===== src/rtl/path_addr_sched_pkg.sv =====
// Shared definitions for the path address scheduler: FSM state encoding,
// read/write command codes driven on AG_RW, and the guard counter sizing helper.
package path_addr_sched_pkg;

    typedef enum logic [2:0] {
        ST_IDLE     = 3'd0,
        ST_RD_ISSUE = 3'd1,
        ST_RD_WAIT  = 3'd2,
        ST_WR_HOLD  = 3'd3,
        ST_WR_ISSUE = 3'd4,
        ST_WR_WAIT  = 3'd5
    } sched_state_t;

    // DDR3 command direction codes, reused as the AG_RW encoding
    localparam logic DDR3_CMD_READ  = 1'b1;
    localparam logic DDR3_CMD_WRITE = 1'b0;

    function automatic int guard_width(input int cyc);
        return (cyc > 0) ? $clog2(cyc + 1) : 1;
    endfunction

endpackage


===== src/rtl/path_sched_arb.sv =====
// Two-way request arbiter. Build option PATHSCHED_RR_EN selects round-robin;
// otherwise Req0 has fixed priority. The last-grant register doubles as the owner id.
module path_sched_arb (
    input  logic clk,
    input  logic reset,
    input  logic req0_valid,
    input  logic req1_valid,
    input  logic grant_en,
    output logic gnt0,
    output logic gnt1,
    output logic owner
);

    logic owner_r;
    logic tie_pick1_s;

    // Combinational grant; on a tie the round-robin build favours the port not granted last
    always_comb begin
`ifdef PATHSCHED_RR_EN
        tie_pick1_s = ~owner_r;
`else
        tie_pick1_s = 1'b0;
`endif
        gnt1 = grant_en & req1_valid & (~req0_valid | tie_pick1_s);
        gnt0 = grant_en & req0_valid & ~gnt1;
    end

    // Last-granted port, updated on every grant
    always_ff @(posedge clk) begin
        if (reset) begin
            owner_r <= 1'b0;
        end else if (gnt1) begin
            owner_r <= 1'b1;
        end else if (gnt0) begin
            owner_r <= 1'b0;
        end else begin
            owner_r <= owner_r;
        end
    end

    assign owner = owner_r;

endmodule


===== src/rtl/path_addr_sched.sv =====
// Path address scheduler: arbitrates real and eviction requests onto the shared
// address generator, running a read path then a write-back path per access.
// Build option PATHSCHED_RR_EN enables round-robin arbitration (see path_sched_arb).
module path_addr_sched
    import path_addr_sched_pkg::*;
#(
    parameter int ORAML    = 10,
    parameter int GuardCyc = 1
) (
    input  logic             Clock,
    input  logic             Reset,
    input  logic             Req0Valid,
    output logic             Req0Ready,
    input  logic [ORAML-1:0] Req0Leaf,
    input  logic             Req0BH,
    input  logic             Req1Valid,
    output logic             Req1Ready,
    input  logic [ORAML-1:0] Req1Leaf,
    input  logic             Req1BH,
    output logic             AG_Start,
    output logic             AG_RW,
    output logic             AG_BH,
    output logic [ORAML-1:0] AG_Leaf,
    input  logic             AG_Ready,
    input  logic             WriteGo,
    output logic             Busy,
    output logic             GrantId,
    output logic             AccDone
);

    localparam int GW = guard_width(GuardCyc);

    sched_state_t     state_r, state_nx_s;
    logic [GW-1:0]    guard_r, guard_nx_s;
    logic [ORAML-1:0] leaf_r;
    logic             bh_r, rw_r, wgo_r, done_r;
    logic             done_nx_s, start_s, idle_s, grant_s, go_write_s;
    logic             gnt0_s, gnt1_s, owner_s;

    path_sched_arb u_arb (
        .clk        (Clock),
        .reset      (Reset),
        .req0_valid (Req0Valid),
        .req1_valid (Req1Valid),
        .grant_en   (idle_s),
        .gnt0       (gnt0_s),
        .gnt1       (gnt1_s),
        .owner      (owner_s)
    );

    // Next-state, issue strobe and guard countdown
    always_comb begin
        state_nx_s = state_r;
        guard_nx_s = guard_r;
        done_nx_s  = 1'b0;
        start_s    = 1'b0;
        idle_s     = (state_r == ST_IDLE);
        grant_s    = gnt0_s | gnt1_s;
        go_write_s = WriteGo | wgo_r;
        case (state_r)
            ST_IDLE: begin
                if (grant_s) state_nx_s = ST_RD_ISSUE;
                else         state_nx_s = ST_IDLE;
            end
            ST_RD_ISSUE, ST_WR_ISSUE: begin
                if (AG_Ready) begin
                    start_s    = 1'b1;
                    guard_nx_s = GW'(GuardCyc);
                    state_nx_s = (state_r == ST_RD_ISSUE) ? ST_RD_WAIT : ST_WR_WAIT;
                end else begin
                    state_nx_s = state_r;
                end
            end
            // Ready is still high right after Start, so it is ignored until the guard expires
            ST_RD_WAIT, ST_WR_WAIT: begin
                if (guard_r != {GW{1'b0}}) begin
                    guard_nx_s = guard_r - GW'(1);
                end else if (AG_Ready) begin
                    state_nx_s = (state_r == ST_RD_WAIT) ? ST_WR_HOLD : ST_IDLE;
                    done_nx_s  = (state_r == ST_WR_WAIT);
                end else begin
                    state_nx_s = state_r;
                end
            end
            ST_WR_HOLD: begin
                if (go_write_s) state_nx_s = ST_WR_ISSUE;
                else            state_nx_s = ST_WR_HOLD;
            end
            default: begin
                state_nx_s = ST_IDLE;
            end
        endcase
    end

    // State, guard, latched request fields and completion pulse
    always_ff @(posedge Clock) begin
        if (Reset) begin
            state_r <= ST_IDLE;
            guard_r <= {GW{1'b0}};
            leaf_r  <= {ORAML{1'b0}};
            bh_r    <= 1'b0;
            rw_r    <= 1'b0;
            done_r  <= 1'b0;
        end else begin
            state_r <= state_nx_s;
            guard_r <= guard_nx_s;
            done_r  <= done_nx_s;
            if (grant_s) begin
                leaf_r <= gnt1_s ? Req1Leaf : Req0Leaf;
                bh_r   <= gnt1_s ? Req1BH : Req0BH;
                rw_r   <= DDR3_CMD_READ;
            end else if ((state_r == ST_WR_HOLD) && go_write_s) begin
                rw_r   <= DDR3_CMD_WRITE;
            end else begin
                rw_r   <= rw_r;
            end
        end
    end

    // Early WriteGo is remembered only for the access in flight, so it cannot leak into the next one
    always_ff @(posedge Clock) begin
        if (Reset) begin
            wgo_r <= 1'b0;
        end else begin
            case (state_r)
                ST_RD_ISSUE, ST_RD_WAIT, ST_WR_HOLD: wgo_r <= wgo_r | WriteGo;
                default:                             wgo_r <= 1'b0;
            endcase
        end
    end

    assign Req0Ready = gnt0_s;
    assign Req1Ready = gnt1_s;
    assign AG_Start  = start_s;
    assign AG_RW     = rw_r;
    assign AG_BH     = bh_r;
    assign AG_Leaf   = leaf_r;
    assign Busy      = (state_r != ST_IDLE);
    assign GrantId   = owner_s;
    assign AccDone   = done_r;

endmodule


===== config.mk =====
export PLATFORM = sky130hd
export DESIGN_NAME = path_addr_sched
export DESIGN_NICKNAME = d
export VERILOG_FILES = /design/src/rtl/path_addr_sched_pkg.sv /design/src/rtl/path_sched_arb.sv /design/src/rtl/path_addr_sched.sv
export SDC_FILE = /design/constraint.sdc
export NUM_CORES = 1
export LEC_CHECK = 0
export ABC_AREA = 1
export BUFFER_PORTS_ARGS = -buffer_cell sky130_fd_sc_hd__buf_2
export CAP_MARGIN = 20
export CORE_AREA = 2 2 49 51
export DETAILED_ROUTE_END_ITERATION = 8
export DIE_AREA = 0 0 51 53
export PLACE_DENSITY_LB_ADDON = 0.15
export SETUP_SLACK_MARGIN = 0.4
export SYNTH_ARGS = -nofsm -noshare
export SYNTH_HDL_FRONTEND = slang
export SYNTH_SLANG_ARGS = --single-unit
export TNS_END_PERCENT = 30

===== constraint.sdc =====
create_clock -name Clock -period 1.3 [get_ports Clock]
set_input_delay 0.13 -clock Clock [delete_from_list [all_inputs] [get_ports Clock]]
set_output_delay 0.13 -clock Clock [all_outputs]
set_load 0.01 [all_outputs]

# [Yosys cells after proc, flatten, opt, wreduce, memory -nomap -nowiden]
# Index checks and enable logic that the tools add are counted.
[totals] input_bits=28 ff_bits=19 out_inout_bits=18 wordCells=60
[op_classes] n_bitwise=11 mux=19 eq_ne=8 addsub=1 reduce_logical=13
[ops] operator="$mux W3" count=5
[ops] operator="$pmux W3 S4" count=1
[ops] operator="$mux W1" count=10
[ops] operator="$mux W10" count=1
[ops] operator="$eq A3 B2 Y1 const B" count=2
[ops] operator="$eq A3 B3 Y1 const B" count=2
[ops] operator="$ne A2 B2 Y1 const B" count=3
[ops] operator="$reduce_bool A2 Y1" count=3
[ops] operator="$reduce_or A2 Y1" count=3
[ops] operator="$not A1 Y1" count=5
[ops] operator="$and A1 B1 Y1" count=4
[ops] operator="$reduce_or A4 Y1" count=1
[ops] operator="$eq A3 B1 Y1 const B" count=1
[ops] operator="$logic_not A3 Y1" count=1
[ops] operator="$reduce_and A3 Y1" count=1
[ops] operator="$reduce_bool A3 Y1" count=1
[ops] operator="$reduce_or A3 Y1" count=1
[ops] operator="$mux W2" count=1
[ops] operator="$or A1 B1 Y1" count=2
[ops] operator="$pmux W1 S2" count=1
[ops] operator="$reduce_and A2 Y1" count=1
[ops] operator="$logic_and A1 B1 Y1" count=1
[ops] operator="$sub A1 B1 Y1 const B" count=1

# [Depth between registers and ports, before layout]
# Gate-level depths: netlist (run 1).
[logic_depth] word_depth=8 ltp_mapped=8 depth_no_buf=8

# [Hierarchy]
# Synthesis (run 1) repeated with hierarchy kept, for this count alone.
[hier_totals] hier_cells=148 area_unflattened_um2=977.2
[by_module_without_submodules] mod="path_addr_sched" area_per_inst_um2=923.4 cells_each=139 instances=1 seq_area_each_um2=360.3
[by_module_without_submodules] mod="path_sched_arb" area_per_inst_um2=53.8 cells_each=9 instances=1 seq_area_each_um2=20.0

# [Least setup slack after synthesis (run 1)]
# Ideal clock, no wire load.
[synth_timing] kind="reg2reg" start="register state_r[1]" end="register guard_r" required_ns=1.222 t_arrival_ns=1.054 path_stages_with_launch=6 setup_ns=0.078 setup_slack_ns=0.168 synth_period_minus_slack_ns=1.132 n_path_buf=0 path_cell_list="dfxtp_1 > nor2_4 > nand2_1 > a21oi_1 > nor2_1 > nor3_1"
[synth_between] elab_chain_cells=4 elab_cells_between_ends=10 classes_between="5 x eq/ne; 1 x mux; 4 x reduce/logical"
[synth_lines] item="from (decl)" line="path_addr_sched.sv:33" text="sched_state_t state_r, state_nx_s;"
[synth_lines] item="from (signal assigned)" line="path_addr_sched.sv:105" text="state_r <= state_nx_s;"
[synth_lines] item="$eq A3 B1 Y1 (tied with other cells)" line="path_addr_sched.sv:60" text="case (state_r)"
[synth_lines] item="$reduce_or A2 Y1" line="path_addr_sched.sv:60"
[synth_lines] item="$ne A2 B2 Y1 (no source line) or $reduce_bool A2 Y1 (tied branches)"
[synth_lines] item="$reduce_and A2 Y1 (no source line)"
[synth_lines] item="to (signal assigned)" line="path_addr_sched.sv:99" text="guard_r <= {GW{1'b0}};"
[synth_lines] item="to (signal assigned)" line="path_addr_sched.sv:106" text="guard_r <= guard_nx_s;"
[synth_lines] item="to (decl)" line="path_addr_sched.sv:34" text="logic [GW-1:0] guard_r, guard_nx_s;"
# Several ways; a longest one is shown, not always the timed one.
# A chain may end at the register's enable or synchronous reset.

# [Worst setup path in the final report (run 1)]
[layout_timing] start="register state_r[0]" end="register leaf_r[6], in the netlist AG_Leaf[6]"
[layout_between] elab_chain_cells=6 elab_cells_between_ends=8 classes_between="1 x mux; 6 x bitwise; 1 x reduce/logical"
[layout_lines] item="$logic_not A3 Y1 *" line="path_addr_sched.sv:57" text="idle_s = (state_r == ST_IDLE);"
[layout_lines] item="$and A1 B1 Y1 (2 in series)" line="path_sched_arb.sv:24" text="gnt1 = grant_en & req1_valid & (~req0_valid | tie_pick1_s);"
[layout_lines] item="$not A1 Y1" line="path_sched_arb.sv:25" text="gnt0 = grant_en & req0_valid & ~gnt1;"
[layout_lines] item="$and A1 B1 Y1" line="path_sched_arb.sv:25"
[layout_lines] item="$or A1 B1 Y1" line="path_addr_sched.sv:58" text="grant_s = gnt0_s | gnt1_s;"
[layout_lines] item="to (signal assigned)" line="path_addr_sched.sv:100" text="leaf_r <= {ORAML{1'b0}};"
[layout_lines] item="to (signal assigned)" line="path_addr_sched.sv:109" text="leaf_r <= gnt1_s ? Req1Leaf : Req0Leaf;"
[layout_lines] item="to (decl)" line="path_addr_sched.sv:35" text="logic [ORAML-1:0] leaf_r;"
# Every way passes the cells marked *; elsewhere a longest branch is shown, timed or not.

==> impl_metrics.csv, run 1 <==
group,metric,value,unit
sta,setup_repair_after_global_routing_missed_its_margin,"true",
clock_tree,clock_latency,0.30,ns
floorplanning,initial_core_utilization,0.4147,
sta,clock-skew-final,0.003478,ns
floorplanning,standard_cell_core_area,0.002148,sq mm
power,power.ir.vdd_worst,1.282,mV
place,place.port_buffers,45,
layout,most-common-layout-cells,"buf_2, nand2_1, dfxtp_1, inv_1",
detailed_routing,ant_nets,0,
power,power_density_over_the_cells,1946,mW/mm^2
critical_path,r2r-end,"AG_Leaf[6]",
layout,fillCellCount,181,
hold_path,hold-path-endpoint,"AG_Leaf[8]",
floorplanning,die_w,51,um
sta,setup_ws,-0.1269,ns
clock_tree,tritoncts,"done",
power,p_total,2.964,mW
clock_tree,tritoncts.num_buffers,3,
power,static_leakage,0.7295,nW
grt,grt_max_degree,20,
detailed_routing,remaining_drc_errors,0,
detailed_routing,routed_via_density,5.047,
layout,multiInputGateArea,541.8,sq um
critical_path,reg2reg_from,"state_r[0]",
clock_tree,path_clk_slew,0.10,ns
layout,final_layout_size_suffix_gt1_frac,0.5405,
clock_tree,clock_tree.htree_level_count,1,
floorplanning,fp.dieH,53,um
sta,hold_violations,0,
critical_path,critPathMaxStageDelay,0.38,ns
place,dpl.cell_count,198,
layout,finalNetCount,214,
critical_path,total_buffers_and_inverters_traversed_by_the_critical_path,3,
critical_path,critPathTopFamily,"buffers and inverters",
critical_path,critical_path.cell_chain,"nor2_4 > nand3_4 > buf_6 > buf_6 > buf_16 > o21ai_4 > a21oi_2",
synth,synth-warning-count,0,
grt,grt_remaining_overflow,0,
grt,first_pass_grt_wire_length,4160,um
critical_path,critPathRequiredTime,1.48,ns
detailed_routing,routed-via-count,1075,
sta,tcrit_tclk_final,1.098,
critical_path,cell_seen_most_often_among_critical_path_stages,"buf_6",
critical_path,r2r.worst_path.cells,7,
detailed_routing,drt_first_pass_iters,4,
critical_path,crit_fanout,6,
detailed_routing,post_drt_wl_per_cell,13.04,um
synth,ys_ff_latch,19,
hold_path,worstHoldStart,"Req1Leaf[8]",
layout,mostFrequentLayoutCell,"buf_2",
sta,period_needed,1.427,ns
status,violations,"setup timing",
sta,maxClockFrequency,700.8,MHz
sta,tightest_slew,0.4228,ns
grt,globalRouteTotalUtil,0.2094,
synth,ys_seq_area_frac,0.4270,
critical_path,critical_path.slowest_cell,"dfxtp_4",
critical_path,r2r_setup_slk,-0.13,ns
sta,timing_max_transition_violations_final,0,
sta,max-slew-margin-rel,0.7182,
place,place.gp.congestion,0.7547,
critical_path,startpoint_type,"flip-flop",
floorplanning,fp-row-count,17,
layout,sequential_cell_area,394.1,sq um
synth,mappedNetlistArea,890.9,sq um
critical_path,worst-setup-path-type,"reg -> reg",
layout,final-instance-count-excl-fill,213,
clock_tree,root_buffer,"clkbuf_4",
place,post-dp-hpwl,1593,um
hold_path,worstHoldPathCells,3,
flow_run,max_cap_viol_count,0,
synth,postSynthAreaPerCell,6.960,sq um
clock_tree,clock-sinks,19,
sta,setup_violations,17,
clock_tree,holdBufCountCts,0,
synth,synth_nets,156,
layout,antennaDiodeCount,0,
critical_path,timing.critical_path.to_type,"flip-flop",
detailed_routing,initialDrtViolationCount,15,
floorplanning,dieArea,0.002703,sq mm
grt,number_of_global_route_vias_before_repair,943,
status,outcome,"complete, but fails checks",
hold_path,hold_path_class,"in -> reg",
floorplanning,pin_count,46,
layout,area_growth,70.93,%
critical_path,cp_data_arrival_time,1.61,ns
clock_tree,cts-root-to-sink-buffers,2,
synth,syn_inst,128,
detailed_routing,aggregate_routed_wire_length,2777,um
synth,ys_types,21,
grt,number_of_antenna_violations_at_the_first_check_in_global_routing,0,
-- registers in the layout, summed over array words and instances, names as in the netlist --
signal	flops
AG_BH	1
AG_Leaf	10
AG_RW	1
AccDone	1
guard_r	1
state_r	3
u_arb.owner	1
wgo_r	1
-- Yosys cell counts --
master / count / area, sq um
inv_1: 17 / 63.81
or2_2: 1 / 6.260
o21ai_0: 14 / 70.07
o21ai_1: 9 / 45.04
nor4_1: 1 / 6.260
buf_2: 1 / 5.000
nor2_1: 4 / 15.01
clkbuf_1: 2 / 7.510
o211ai_1: 1 / 7.510
a31oi_1: 1 / 6.260
nor2_4: 1 / 11.26
buf_6: 1 / 11.26
nand3_2: 2 / 20.02
nand2_1: 29 / 108.9
inv_2: 1 / 3.750
dfxtp_1: 19 / 380.4
nor3_1: 2 / 10.01
a21oi_1: 16 / 80.08
nand3_1: 4 / 20.02
buf_4: 1 / 7.510
clkbuf_2: 1 / 5.000
-- area by class of cell --
cell class,count,share of cell area
Sequential cell,19,0.2588
Timing Repair Buffer,59,0.2975
Multi-Input combinational cell,85,0.3558
Tap cell,28,0.02301
Clock buffer,4,0.01726
Inverter,18,0.04766
-- cells by family after synthesis --
| family | Yosys count | share of synthesized area |
|---|---|---|
| compound gates | 41 | 0.2346 |
| flops | 19 | 0.4270 |
| buf+inv | 24 | 0.1166 |
| simple gates | 44 | 0.2219 |
-- power by group --
group	internal, mW	switching (mW)	total (mW)
Sequential	0.771	0.108	0.879
Clock	0.120	0.181	0.300
Combinational	0.852	0.933	1.78
Total	1.74	1.22	2.96
-- layer usage --
layer | global-route usage | wire length [um] | part of all wire | vias to the layer above
met1 | 0.2669 | 1181 | 0.43 | 493
met3 | 0.03390 | 163 | 0.059 | 5
met2 | 0.3463 | 1387 | 0.50 | 43
met5 | 0 | 0 | 0 | -
met4 | 0.09459 | 44 | 0.016 | 0
li1 | - | - | - | 534
-- worst register-to-register path, cell delays in order (launching register included) --
cell	delay (ns)
dfxtp_4	0.38
nor2_4	0.22
nand3_4	0.12
buf_6	0.13
buf_6	0.12
buf_16	0.14
o21ai_4	0.14
a21oi_2	0.06
-- metrics by stage --
stage / setup TNS [ns] / util / setup WS [ns] / hold slack (ns) / cell area (sq um)
final: -1.607 / 0.7088 / -0.1269 / 0.08308 / 1523
after global routing: -2.996 / 0.7088 / -0.2122 / 0.09209 / 1523
after CTS: -1.098 / 0.6372 / -0.1032 / 0.08918 / 1369
after detailed placement: 0 / 0.5405 / 0.01146 / 0.4116 / 1161
after global placement: 0 / 0.5405 / 0.05732 / 0.3979 / 1161
after floorplan: 0 / - / 0.2113 / 0.2971 / 917.1
-- how the worst max path moves through the flow --
stage | from | end | slack (ns) | cells past startpoint
final | state_r[0] | AG_Leaf[6] | -0.13 | 7
after detailed placement | state_r[0] | AG_Leaf[0] | 0.01 | 5
after CTS | state_r[1] | Req1Ready | -0.10 | 5
after global routing | state_r[0] | AG_Start | -0.21 | 4
after global placement | state_r[0] | AG_Leaf[0] | 0.06 | 5
after floorplan | state_r[0] | AG_BH | 0.21 | 5
-- timing repair --
| action | 4_1_cts | 5_1_grt |
|---|---|---|
| hold endpoints to repair | 0 | 0 |
| endpoints found under the setup margin | 26 | 35 |
| gates resized for setup | 29 | 20 |
| buffers inserted | 5 | 3 |
| pin swaps | 9 | 12 |
| gates cloned | 2 | 1 |
No activity file was read; power rests on OpenSTA's default activity.
==> inputs of run 2 (changes only) <==
SKIP_LAST_GASP = 1   (was unset)
==> impl_metrics.csv, run 2 (same netlist as run 1, synthesis figures left out) <==
group,metric,value,unit
status,outcome,"complete, but fails checks",
status,violations,"setup timing",
grt,first_pass_grt_wire_length,4091,um
floorplanning,fp-row-count,17,
layout,fillCellCount,200,
clock_tree,clock_latency,0.30,ns
floorplanning,initial_core_utilization,0.4147,
hold_path,hold_path_class,"in -> reg",
detailed_routing,routed_via_density,4.915,
critical_path,critical_path.slowest_cell,"dfxtp_4",
detailed_routing,drt_first_pass_iters,4,
place,place.port_buffers,45,
power,p_total,2.773,mW
sta,clock-skew-final,0.004092,ns
clock_tree,tritoncts,"done",
power,power.ir.vdd_worst,1.055,mV
clock_tree,clock_tree.htree_level_count,1,
critical_path,reg2reg_from,"state_r[0]",
detailed_routing,routed-via-count,1037,
place,post-dp-hpwl,1593,um
clock_tree,path_clk_slew,0.11,ns
sta,timing_max_transition_violations_final,0,
detailed_routing,remaining_drc_errors,0,
detailed_routing,ant_nets,0,
critical_path,crit_fanout,5,
clock_tree,clock-sinks,19,
critical_path,r2r-end,"AG_Leaf[1]",
layout,area_growth,58.85,%
grt,number_of_global_route_vias_before_repair,932,
critical_path,critPathRequiredTime,1.17,ns
critical_path,setup.worst_path.end,"Req1Ready",
place,placement.cell_area,0.001161,sq mm
floorplanning,dieArea,0.002703,sq mm
place,place.gp.congestion,0.7547,
critical_path,critical_path.cell_chain,"nor2_4 > nand3_2 > buf_12 > inv_4 > buf_6",
critical_path,r2r.worst_path.cells,7,
sta,setup_violations,15,
sta,max-slew-margin-rel,0.7623,
clock_tree,root_buffer,"clkbuf_4",
layout,finalNetCount,212,
grt,number_of_antenna_violations_at_the_first_check_in_global_routing,0,
critical_path,timing.critical_path.to_type,"output port",
sta,tcrit_tclk_final,1.098,
layout,mostFrequentLayoutCell,"buf_2",
grt,grt_max_degree,20,
layout,final-instance-count-excl-fill,211,
critical_path,startpoint,"state_r[0]",
layout,sequential_cell_area,389.1,sq um
place,dpl.cell_count,198,
floorplanning,fp.dieH,53,um
floorplanning,standard_cell_core_area,0.002148,sq mm
critical_path,worst-setup-path-type,"reg -> out",
floorplanning,pin_count,46,
detailed_routing,aggregate_routed_wire_length,2655,um
critical_path,critPathMaxStageDelay,0.37,ns
power,power_density_over_the_cells,1960,mW/mm^2
layout,most-common-layout-cells,"buf_2, nand2_1, dfxtp_1, inv_1, a21oi_1",
floorplanning,die_w,51,um
grt,globalRouteTotalUtil,0.2051,
sta,hold_violations,0,
critical_path,cp_data_arrival_time,1.30,ns
sta,period_needed,1.428,ns
layout,finalInstanceArea,0.001415,sq mm
layout,final_core_utilization,0.6587,
sta,maxClockFrequency,700.3,MHz
power,static_leakage,0.7025,nW
sta,setup_ws,-0.1280,ns
detailed_routing,post_drt_wl_per_cell,12.58,um
flow_run,max_cap_viol_count,0,
grt,grt_remaining_overflow,0,
detailed_routing,initialDrtViolationCount,10,
critical_path,startpoint_type,"flip-flop",
clock_tree,tritoncts.num_buffers,3,
layout,multiInputGateArea,486.7,sq um
clock_tree,cts-root-to-sink-buffers,2,
critical_path,r2r_setup_slk,-0.13,ns
sta,setup_repair_after_global_routing_missed_its_margin,"true",
layout,largest_register_ff_count,10,
layout,final_layout_size_suffix_gt1_frac,0.4699,
layout,antennaDiodeCount,0,
sta,tightest_slew,0.3565,ns
## run 2: worst min-delay path by stage
| stage | from | endpoint | slack (ns) | cells past startpoint |
|---|---|---|---|---|
| floorplan | Req1Leaf[8] | AG_Leaf[8] | 0.30 | 2 |
| global placement | Req1Leaf[5] | AG_Leaf[5] | 0.40 | 3 |
| detailed placement | Req1Leaf[5] | AG_Leaf[5] | 0.41 | 3 |
| CTS | Req0Leaf[8] | AG_Leaf[8] | 0.1 | 3 |
| global route | Req0Leaf[8] | AG_Leaf[8] | 0.10 | 3 |
| finish | Req1Leaf[8] | AG_Leaf[8] | 0.09 | 3 |
## run 2: worst max-delay path, delay by kind of cell (launching register included)
kind / cells / cell delay [ns]
buf+inv: 3 / 0.31
simple gates: 2 / 0.33
flops: 1 / 0.37
## run 2: cell type report
type / instances / share of cell area
multi-input combinational: 85 / 0.3439
timing repair buffer: 57 / 0.2882
sequential: 19 / 0.2750
inverter: 18 / 0.04951
tap: 28 / 0.02476
clock buffer: 4 / 0.01857
## run 2: metrics by stage
step           hold WS [ns]  setup TNS, ns  worst slack [ns]
2_1_floorplan        0.2971              0            0.2113
3_3_place_gp         0.3979              0           0.05732
3_5_place_dp         0.4116              0           0.01146
4_1_cts             0.09651         -1.133           -0.1051
5_1_grt              0.1001         -2.620           -0.2093
6_report            0.09067         -1.335           -0.1280
## run 2: routing by layer
layer / GRT usage / routed length, um
met5: 0 / 0
met4: 0.09459 / 31
met3: 0.03107 / 136
met2: 0.3355 / 1325
met1: 0.2647 / 1161
## run 2: where the power goes
part	total, mW	leakage (nW)	switching [mW]	internal (mW)
Clock	0.298	0.0150	0.178	0.120
Sequential	0.869	0.158	0.102	0.767
Combinational	1.61	0.529	0.854	0.753
## run 2: what timing repair did
item                                    CTS  global route
hold buffers                              0             0
endpoints found under the setup margin   26            35
resized for setup                        24             6
gates cloned                              2             0
pin swaps                                 3             2
buffers inserted                          5             2
==> inputs of run 3 (changes only) <==
--- a/constraint.sdc
+++ b/constraint.sdc
@@ -3,2 +3,2 @@
 set_output_delay 0.13 -clock Clock [all_outputs]
-set_load 0.01 [all_outputs]
+set_load 0.02 [all_outputs]
==> impl_metrics.csv, run 3 (same netlist as run 1, synthesis figures left out) <==
group,metric,value,unit
status,outcome,"complete, but fails checks",
status,violations,"setup timing",
clock_tree,clock_latency,0.30,ns
grt,grt_max_degree,20,
grt,first_pass_grt_wire_length,4015,um
clock_tree,clock_tree.htree_level_count,1,
critical_path,startpoint,"state_r[0]",
sta,clock-skew-final,0.003485,ns
grt,number_of_antenna_violations_at_the_first_check_in_global_routing,0,
sta,max-slew-margin-rel,0.7500,
floorplanning,pin_count,46,
sta,tightest_slew,0.3749,ns
place,dpl.cell_count,198,
floorplanning,fp-row-count,17,
layout,final_layout_size_suffix_gt1_frac,0.4199,
floorplanning,initial_core_utilization,0.4147,
clock_tree,root_buffer,"clkbuf_4",
layout,area_growth,51.69,%
place,place.port_buffers,45,
clock_tree,clock-sinks,19,
place,place.gp.congestion,0.8035,
floorplanning,dieArea,0.002703,sq mm
sta,setup_ws,-0.1221,ns
grt,grt_remaining_overflow,0,
hold_path,hold_path_class,"in -> reg",
detailed_routing,post_drt_wl_per_cell,12.60,um
place,place_worst_setup_slack,-0.08289,ns
critical_path,timing.critical_path.to_type,"output port",
critical_path,worst-setup-path-type,"reg -> out",
floorplanning,die_w,51,um
detailed_routing,ant_nets,0,
sta,setup_repair_after_global_routing_missed_its_margin,"true",
critical_path,r2r-end,"AG_Leaf[0]",
floorplanning,fp.dieH,53,um
place,post-dp-hpwl,1702,um
detailed_routing,aggregate_routed_wire_length,2633,um
critical_path,setup.worst_path.end,"Req1Ready",
critical_path,reg2reg_from,"state_r[0]",
clock_tree,tritoncts.num_buffers,3,
grt,number_of_global_route_vias_before_repair,959,
power,static_leakage,0.6728,nW
clock_tree,cts-root-to-sink-buffers,2,
layout,finalNetCount,210,
layout,final-instance-count-excl-fill,209,
power,power_density_over_the_cells,2048,mW/mm^2
grt,globalRouteTotalUtil,0.2018,
detailed_routing,remaining_drc_errors,0,
clock_tree,path_clk_slew,0.11,ns
detailed_routing,initialDrtViolationCount,22,
floorplanning,standard_cell_core_area,0.002148,sq mm
critical_path,startpoint_type,"flip-flop",
layout,largest_register_ff_count,10,
critical_path,r2r.worst_path.cells,7,
layout,antennaDiodeCount,0,
sta,hold_violations,0,
layout,most-common-layout-cells,"buf_2, nand2_1, o21ai_1, dfxtp_1, a21oi_1",
sta,tcrit_tclk_final,1.094,
detailed_routing,routed-via-count,1020,
sta,period_needed,1.422,ns
sta,setup_violations,15,
critical_path,cp_data_arrival_time,1.29,ns
critical_path,r2r_setup_slk,-0.09,ns
clock_tree,tritoncts,"done",
power,p_total,2.768,mW
detailed_routing,routed_via_density,4.880,
detailed_routing,drt_first_pass_iters,4,
sta,hold_slack,0.09669,ns
critical_path,critPathRequiredTime,1.17,ns
flow_run,max_cap_viol_count,0,
sta,timing.setup.tns,-1.045,ns
critical_path,crit_fanout,4,
sta,timing_max_transition_violations_final,0,
power,power.ir.vdd_worst,0.9585,mV
layout,mostFrequentLayoutCell,"buf_2",
sta,maxClockFrequency,703.2,MHz
-- run 3: cell count changes in the layout (fill, tap and decap cells not counted), sizes merged --
cell and delta:
clkinv +2, clkbuf -1, buf -2, inv -2, clkinvlp +1
-- run 3: metrics by stage --
step           utilization  area, sq um
2_1_floorplan            -        930.9
3_3_place_gp        0.5411         1162
3_5_place_dp        0.5411         1162
4_1_cts             0.6168         1325
5_1_grt             0.6290         1351
6_report            0.6290         1351
-- run 3: power breakdown --
part	internal (mW)	switching, mW	leakage, nW
logic	0.655	0.932	0.497
clock network	0.115	0.189	0.0177
registers	0.767	0.111	0.159
total	1.54	1.23	0.673
-- run 3: how the worst min path moves through the flow --
stage | start | end | slack (ns) | cells after the start
global placement | Req0Leaf[8] | AG_Leaf[8] | 0.39 | 3
detailed placement | Req1Leaf[6] | AG_Leaf[6] | 0.41 | 3
floorplan | Req0Leaf[8] | AG_Leaf[8] | 0.29 | 2
global route | Req1Leaf[8] | AG_Leaf[8] | 0.09 | 3
CTS | Req1Leaf[8] | AG_Leaf[8] | 0.09 | 3
finish | Req1Leaf[8] | AG_Leaf[8] | 0.1 | 3
-- run 3: what timing repair did --
item	CTS	global route
hold buffers	0	0
gates cloned	1	0
endpoints found under the setup margin	35	37
gates resized for setup	19	8
buffers inserted	6	0
pin swaps	5	5
-- run 3: critical path: stages (launching register included) --
cell and delay [ns]:
dfxtp_4 0.38, nor2_4 0.22, nand3_4 0.12, buf_12 0.15, clkinv_8 0.04, buf_8 0.09
-- run 3: area by class of cell --
| class | instances | area [sq um] |
|---|---|---|
| clock buffer | 3 | 22.52 |
| clock inverter | 1 | 5.005 |
| fill | 201 | 797.0 |
| inverter | 18 | 86.33 |
| multi-input combinational | 85 | 455.4 |
| sequential | 19 | 391.6 |
| tap | 28 | 35.03 |
| timing repair buffer | 55 | 355.3 |
-- run 3: layer usage --
metal | routed length (um) | global-route usage | share of wire
met1 | 1032 | 0.2139 | 0.39
met2 | 1471 | 0.3939 | 0.56
met3 | 114 | 0.03107 | 0.043
met4 | 14 | 0.08108 | 0.0053
met5 | 0 | 0 | 0
